File: src/rtl/stamp_dispatcher.sv
// rtl/stamp_dispatcher.sv - oldest-first EX/MEM/WB issue and stamp write-back for the 8-slot conveyor
// Optional BUSY watchdog: define STAMP_DISPATCH_TIMEOUT_EN.
module stamp_dispatcher #(
  parameter int TIMEOUT_CYC = 255
) (
  input  logic         clk,
  input  logic         rst_n,
  input  logic [23:0]  reg_start_flat,
  input  logic [23:0]  stamp_state_flat,
  input  logic [703:0] reg_out_flat,
  input  logic         conveyor_adv,
  output logic [23:0]  stamp_flat,
  output logic [7:0]   stamp_in,
  output logic         conveyor_hold,
  output logic         ex_valid,
  input  logic         ex_ready,
  output logic [2:0]   ex_slot,
  output logic [87:0]  ex_cmd,
  input  logic         ex_done,
  output logic         mem_valid,
  input  logic         mem_ready,
  output logic [2:0]   mem_slot,
  output logic [87:0]  mem_cmd,
  input  logic         mem_done,
  output logic         wb_valid,
  input  logic         wb_ready,
  output logic [2:0]   wb_slot,
  output logic [87:0]  wb_cmd,
  input  logic         wb_done,
  output logic [2:0]   timeout_err
);

  typedef enum logic [1:0] {S_IDLE, S_ISSUE, S_BUSY, S_STAMP} state_t;

  // Channel vectors are indexed by the stage bit: 2 = EX, 1 = MEM, 0 = WB.
  logic [2:0]   ready_v, done_v, valid_v, stamping_v, err_v;
  logic [8:0]   slot_v;
  logic [263:0] cmd_v;
  logic [23:0]  ch_in_v;
  logic [71:0]  ch_flat_v;

  assign ready_v = {ex_ready, mem_ready, wb_ready};
  assign done_v  = {ex_done, mem_done, wb_done};

  for (genvar g = 0; g < 3; g++) begin : gen_ch
    state_t     state_q, state_d;
    logic [2:0] slot_q, slot_d;
    logic [2:0] pick;
    logic       found;
    logic       to_hit;

`ifdef STAMP_DISPATCH_TIMEOUT_EN
    logic [7:0] cnt_q;
    logic       err_q;

    assign to_hit = (state_q == S_BUSY) && !done_v[g] && ((cnt_q + 8'd1) == 8'(TIMEOUT_CYC));

    always_ff @(posedge clk or negedge rst_n) begin
      if (!rst_n) begin
        cnt_q <= '0;
        err_q <= 1'b0;
      end else begin
        if (state_q == S_ISSUE && ready_v[g]) cnt_q <= '0;
        else if (state_q == S_BUSY)          cnt_q <= cnt_q + 8'd1;
        if (to_hit) err_q <= 1'b1;
      end
    end
    assign err_v[g] = err_q;
`else
    assign to_hit   = 1'b0;
    assign err_v[g] = 1'b0;
`endif

    // Later (higher) slots overwrite earlier ones, so the oldest ready slot wins.
    always_comb begin
      found = 1'b0;
      pick  = 3'd0;
      for (int k = 0; k < 8; k++) begin
        if (reg_start_flat[3*k+g]) begin
          found = 1'b1;
          pick  = 3'(k);
        end
      end
    end

    always_ff @(posedge clk or negedge rst_n) begin
      if (!rst_n) begin
        state_q <= S_IDLE;
        slot_q  <= 3'd0;
      end else begin
        state_q <= state_d;
        slot_q  <= slot_d;
      end
    end

    always_comb begin
      state_d = state_q;
      slot_d  = slot_q;
      // Slot 7 never shifts while an instruction in it is incomplete; saturate defensively.
      if (state_q != S_IDLE && conveyor_adv && slot_q != 3'd7)
        slot_d = slot_q + 3'd1;
      case (state_q)
        S_IDLE: begin
          if (found) begin
            state_d = S_ISSUE;
            slot_d  = (conveyor_adv && pick != 3'd7) ? pick + 3'd1 : pick;
          end
        end
        S_ISSUE: if (ready_v[g]) state_d = S_BUSY;
        S_BUSY: begin
          if (done_v[g])   state_d = S_STAMP;
          else if (to_hit) state_d = S_IDLE;
        end
        default: state_d = S_IDLE;
      endcase
    end

    assign valid_v[g]          = (state_q == S_ISSUE);
    assign stamping_v[g]       = (state_q == S_STAMP);
    assign slot_v[3*g +: 3]    = slot_q;
    assign cmd_v[88*g +: 88]   = reg_out_flat[88*slot_q +: 88];
    assign ch_in_v[8*g +: 8]   = stamping_v[g] ? (8'd1 << slot_q) : 8'd0;
    assign ch_flat_v[24*g +: 24] = stamping_v[g]
        ? (24'(stamp_state_flat[3*slot_q +: 3] | 3'(1 << g)) << (3*slot_q)) : 24'd0;
  end

  assign stamp_in      = ch_in_v[23:16] | ch_in_v[15:8] | ch_in_v[7:0];
  assign stamp_flat    = ch_flat_v[71:48] | ch_flat_v[47:24] | ch_flat_v[23:0];
  assign conveyor_hold = |stamping_v;
  assign timeout_err   = err_v;

  assign ex_valid  = valid_v[2];
  assign mem_valid = valid_v[1];
  assign wb_valid  = valid_v[0];
  assign ex_slot   = slot_v[8:6];
  assign mem_slot  = slot_v[5:3];
  assign wb_slot   = slot_v[2:0];
  assign ex_cmd    = cmd_v[263:176];
  assign mem_cmd   = cmd_v[175:88];
  assign wb_cmd    = cmd_v[87:0];

endmodule

File: config.mk
export PLATFORM = sky130hd
export DESIGN_NAME = stamp_dispatcher
export DESIGN_NICKNAME = d
export VERILOG_FILES = /design/src/rtl/stamp_dispatcher.sv
export SDC_FILE = /design/constraint.sdc
export NUM_CORES = 1
export LEC_CHECK = 0
export ABC_CLOCK_PERIOD_IN_PS = 2050
export CAP_MARGIN = 5
export CORE_AREA = 2 2 417 419
export DETAILED_ROUTE_END_ITERATION = 10
export DIE_AREA = 0 0 419 421
export GPL_ROUTABILITY_DRIVEN = 0
export GPL_TIMING_DRIVEN = 0
export PLACE_DENSITY_LB_ADDON = 0.2
export SLEW_MARGIN = 20
export SYNTH_ARGS = -nofsm -noshare
export SYNTH_HDL_FRONTEND = slang
export SYNTH_SLANG_ARGS = --single-unit
export TNS_END_PERCENT = 5
File: constraint.sdc
create_clock -name clk -period 2.05 [get_ports clk]
set_input_delay 0.615 -clock clk [delete_from_list [all_inputs] [get_ports clk]]
set_output_delay 0.615 -clock clk [all_outputs]
set_load 0.01 [all_outputs]
==> impl_metrics.tcl <==
set metrics [dict create \
    yosys_warnings 0 \
    synth_largest_area_cell "mux4_2" \
    synth_area_mm2 0.0178 \
    worst_pin_slew_ns 0.898 \
    hold_viol_final 0 \
    ys_top_cells_by_area "mux4_2 67%, nand2_1 18%, ha_1 2.7%, dfrtp_1 2.1%, buf_2 1.9%" \
    synth_most_common_cell "nand2_1" \
    use_met2 0.426 \
    wire_per_inst_um 39.6 \
    grt_use_met3 0.0545 \
    total_power_w 0.0673 \
    crit_fanout 5 \
    overflow 0 \
    start_kind "flip-flop" \
    portBuffers 1069 \
    setup_violations 307 \
    grt_util_met1 0.281 \
    drc 0 \
    ys.flop_type "dfrtp_1" \
    die-area_mm2 0.176 \
    clock_latency_ns 0.26 \
    grt_max_degree 16 \
    grt_busiest_layer "met2" \
    clockRootBuffer "clkbuf_16" \
    arrival_ns 2.33 \
    grt_pass1_wl_um 269000 \
    clock_sinks 15 \
    synth_edf_count 0 \
    drt-initial-drc-count 2259 \
    drt-total-wl_um 217000 \
    fmax_ghz 0.340 \
    num_rows 153 \
    areaGrowthSynthToFinish_pct 111 \
    instances_no_fill 5476 \
    cts_made_buffers 3 \
    ctsHoldBuffers 0 \
    holdWs_ns 0.560 \
    num_vias 24256 \
    syn_inst 1794 \
    synth-async-reset-ratio 1.00 \
    ys_seq_area_frac 0.0211 \
    status "finished, violations left" \
    drive_gt1_frac 0.493 \
    crit_required_ns 1.43 \
    power_density_mw_per_mm2 1790 \
    max_slew_margin 0.399 \
    io_pins 1073 \
    fin_crit_ns 2.94 \
    violations "negative setup slack" \
    fin_ws_ns -0.891 \
    die_w_um 419 \
    ant_nets 0 \
    syn_area_per_cell_um2 9.92 \
    grt_pass1_vias 24224 \
    min_path_type "reg -> reg" \
    vdd_drop_max_mv 0.793 \
    fin_skew_ns 0.00680 \
    p_leak_nw 15.1 \
    grt_use_total 0.236 \
    cts.path.max_buffers 2 \
    cts_tree "yes" \
    crit_type "reg -> out" \
    firstDrtPassIters 6 \
    path_clk_slew_ns 0.06 \
    pre_cts_ws_ns -2.14 \
    start_util 0.103 \
    antenna_found_initial 64 \
    maxCapViolCount 0 \
    synthTopCellsByCount "839 x nand2_1, 528 x mux4_2, 68 x clkbuf_1" \
    coreArea_mm2 0.172 \
    rsz0062_at_grt "yes" \
    detail_route.vias_per_cell 4.43 \
    dp_hpwl_um 171000 \
    final_max_slew_viol_count 0 \
    synth_seq_cells 15 \
    place_inst 5204 \
    min_period_over_period 1.43 \
    fp.dieH_um 421 \
    cp-end-kind "output port" \
    final_nets 3926 \
    yosysTopAreaCellShare 0.668 \
    htree_levels 1 \
    synth_cell_type_count 34 \
]
==> power by group <==
group	switching, W	total (W)	internal, W
sequential	0.000252	0.000739	0.000487
combinational	0.0359	0.0661	0.0303
clock	0.000149	0.000411	0.000262
==> placed cells by master, fill, tap and decap left out, types with 20 or more instances in the layout <==
cell               n
buf_12            89
buf_16            92
buf_2             92
buf_4            127
buf_6            111
clkbuf_2         135
clkbuf_4          27
clkbuf_8          20
clkdlybuf4s50_1  754
diode_2           25
dlymetal6s2s_1    20
ha_1              27
mux4_2           528
nand2_1          635
nand2_2          173
nand2_4           31
==> sequential cells by signal, summed over array words and instances, names as in the netlist <==
signal,flops
gen_ch.state_q,6
wb_slot,3
ex_slot,3
mem_slot,3
==> per-stage QoR <==
step | cell area (µm²) | util | setup TNS (ns)
final | 37600 | 0.218 | -206.44
after CTS | 37100 | 0.215 | -253.38
after floorplan | 18200 | - | -4.95
after global routing | 37600 | 0.218 | -224.07
after detailed placement | 32200 | 0.187 | -468.64
after global placement | 31800 | 0.184 | -629.51
==> cell type report <==
cell class	instances	area (µm²)
diodes	25	62.6
plain buffers	182	2760
clock buffers	3	75.1
clock inverters	1	5.00
fillers	18817	135000
inverters	25	130
multi-input cells	1571	17500
flip-flops and latches	15	390
well taps	2325	2910
repair buffers	1329	13800
==> routing by layer <==
layer / wire [µm] / part of all wire
met1: 82500 / 0.38
met4: 7090 / 0.033
met3: 16900 / 0.078
met2: 110000 / 0.51
met5: 230 / 0.0011
==> timing repair <==
action,4_1_cts,5_1_grt
gates cloned,33,2
gates resized for setup,1410,631
setup endpoints to repair,313,315
pin swaps,57,56
buffers inserted,185,35
==> worst max-delay path: stages (launching register included) <==
cell and delay [ns]:
dfrtp_4 0.51, buf_12 0.17, buf_12 0.11, buf_16 0.16, buf_16 0.15, mux4_2 0.54, nand2_1 0.10, nand2_2 0.12
buf_2 0.18
==> path summary, 6_finish.rpt <==
check | start | to | slack, ns | cells past startpoint
worst max-delay path | wb_slot[0] | wb_cmd[7] | -0.89 | 8
worst min register to register | gen_ch[2].state_q[1] | gen_ch[2].state_q[1] | 0.56 | 1
max in group asynchronous | rst_n | ex_slot[0] | 0.52 | 1
worst max register to register | ex_slot[0] | ex_slot[2] | -0.24 | 6
worst min-delay path | gen_ch[2].state_q[1] | gen_ch[2].state_q[1] | 0.56 | 1
min in group asynchronous | rst_n | gen_ch[0].state_q[0] | 0.86 | 1
==> cell families (layout without fill, tap and decap cells) <==
kind of cell / count (synthesis) / count (layout) / synth area share
other cells: 1 / 28 / 0.000211
buf+inv: 210 / 1540 / 0.0502
fa+ha+maj: 38 / 38 / 0.0267
mux: 544 / 544 / 0.677
simple gates: 926 / 926 / 0.203
compound gates: 57 / 57 / 0.0200
xor+xnor: 3 / 3 / 0.00148
flops: 15 / 15 / 0.0211
Power figures use the tool's default switching activity.
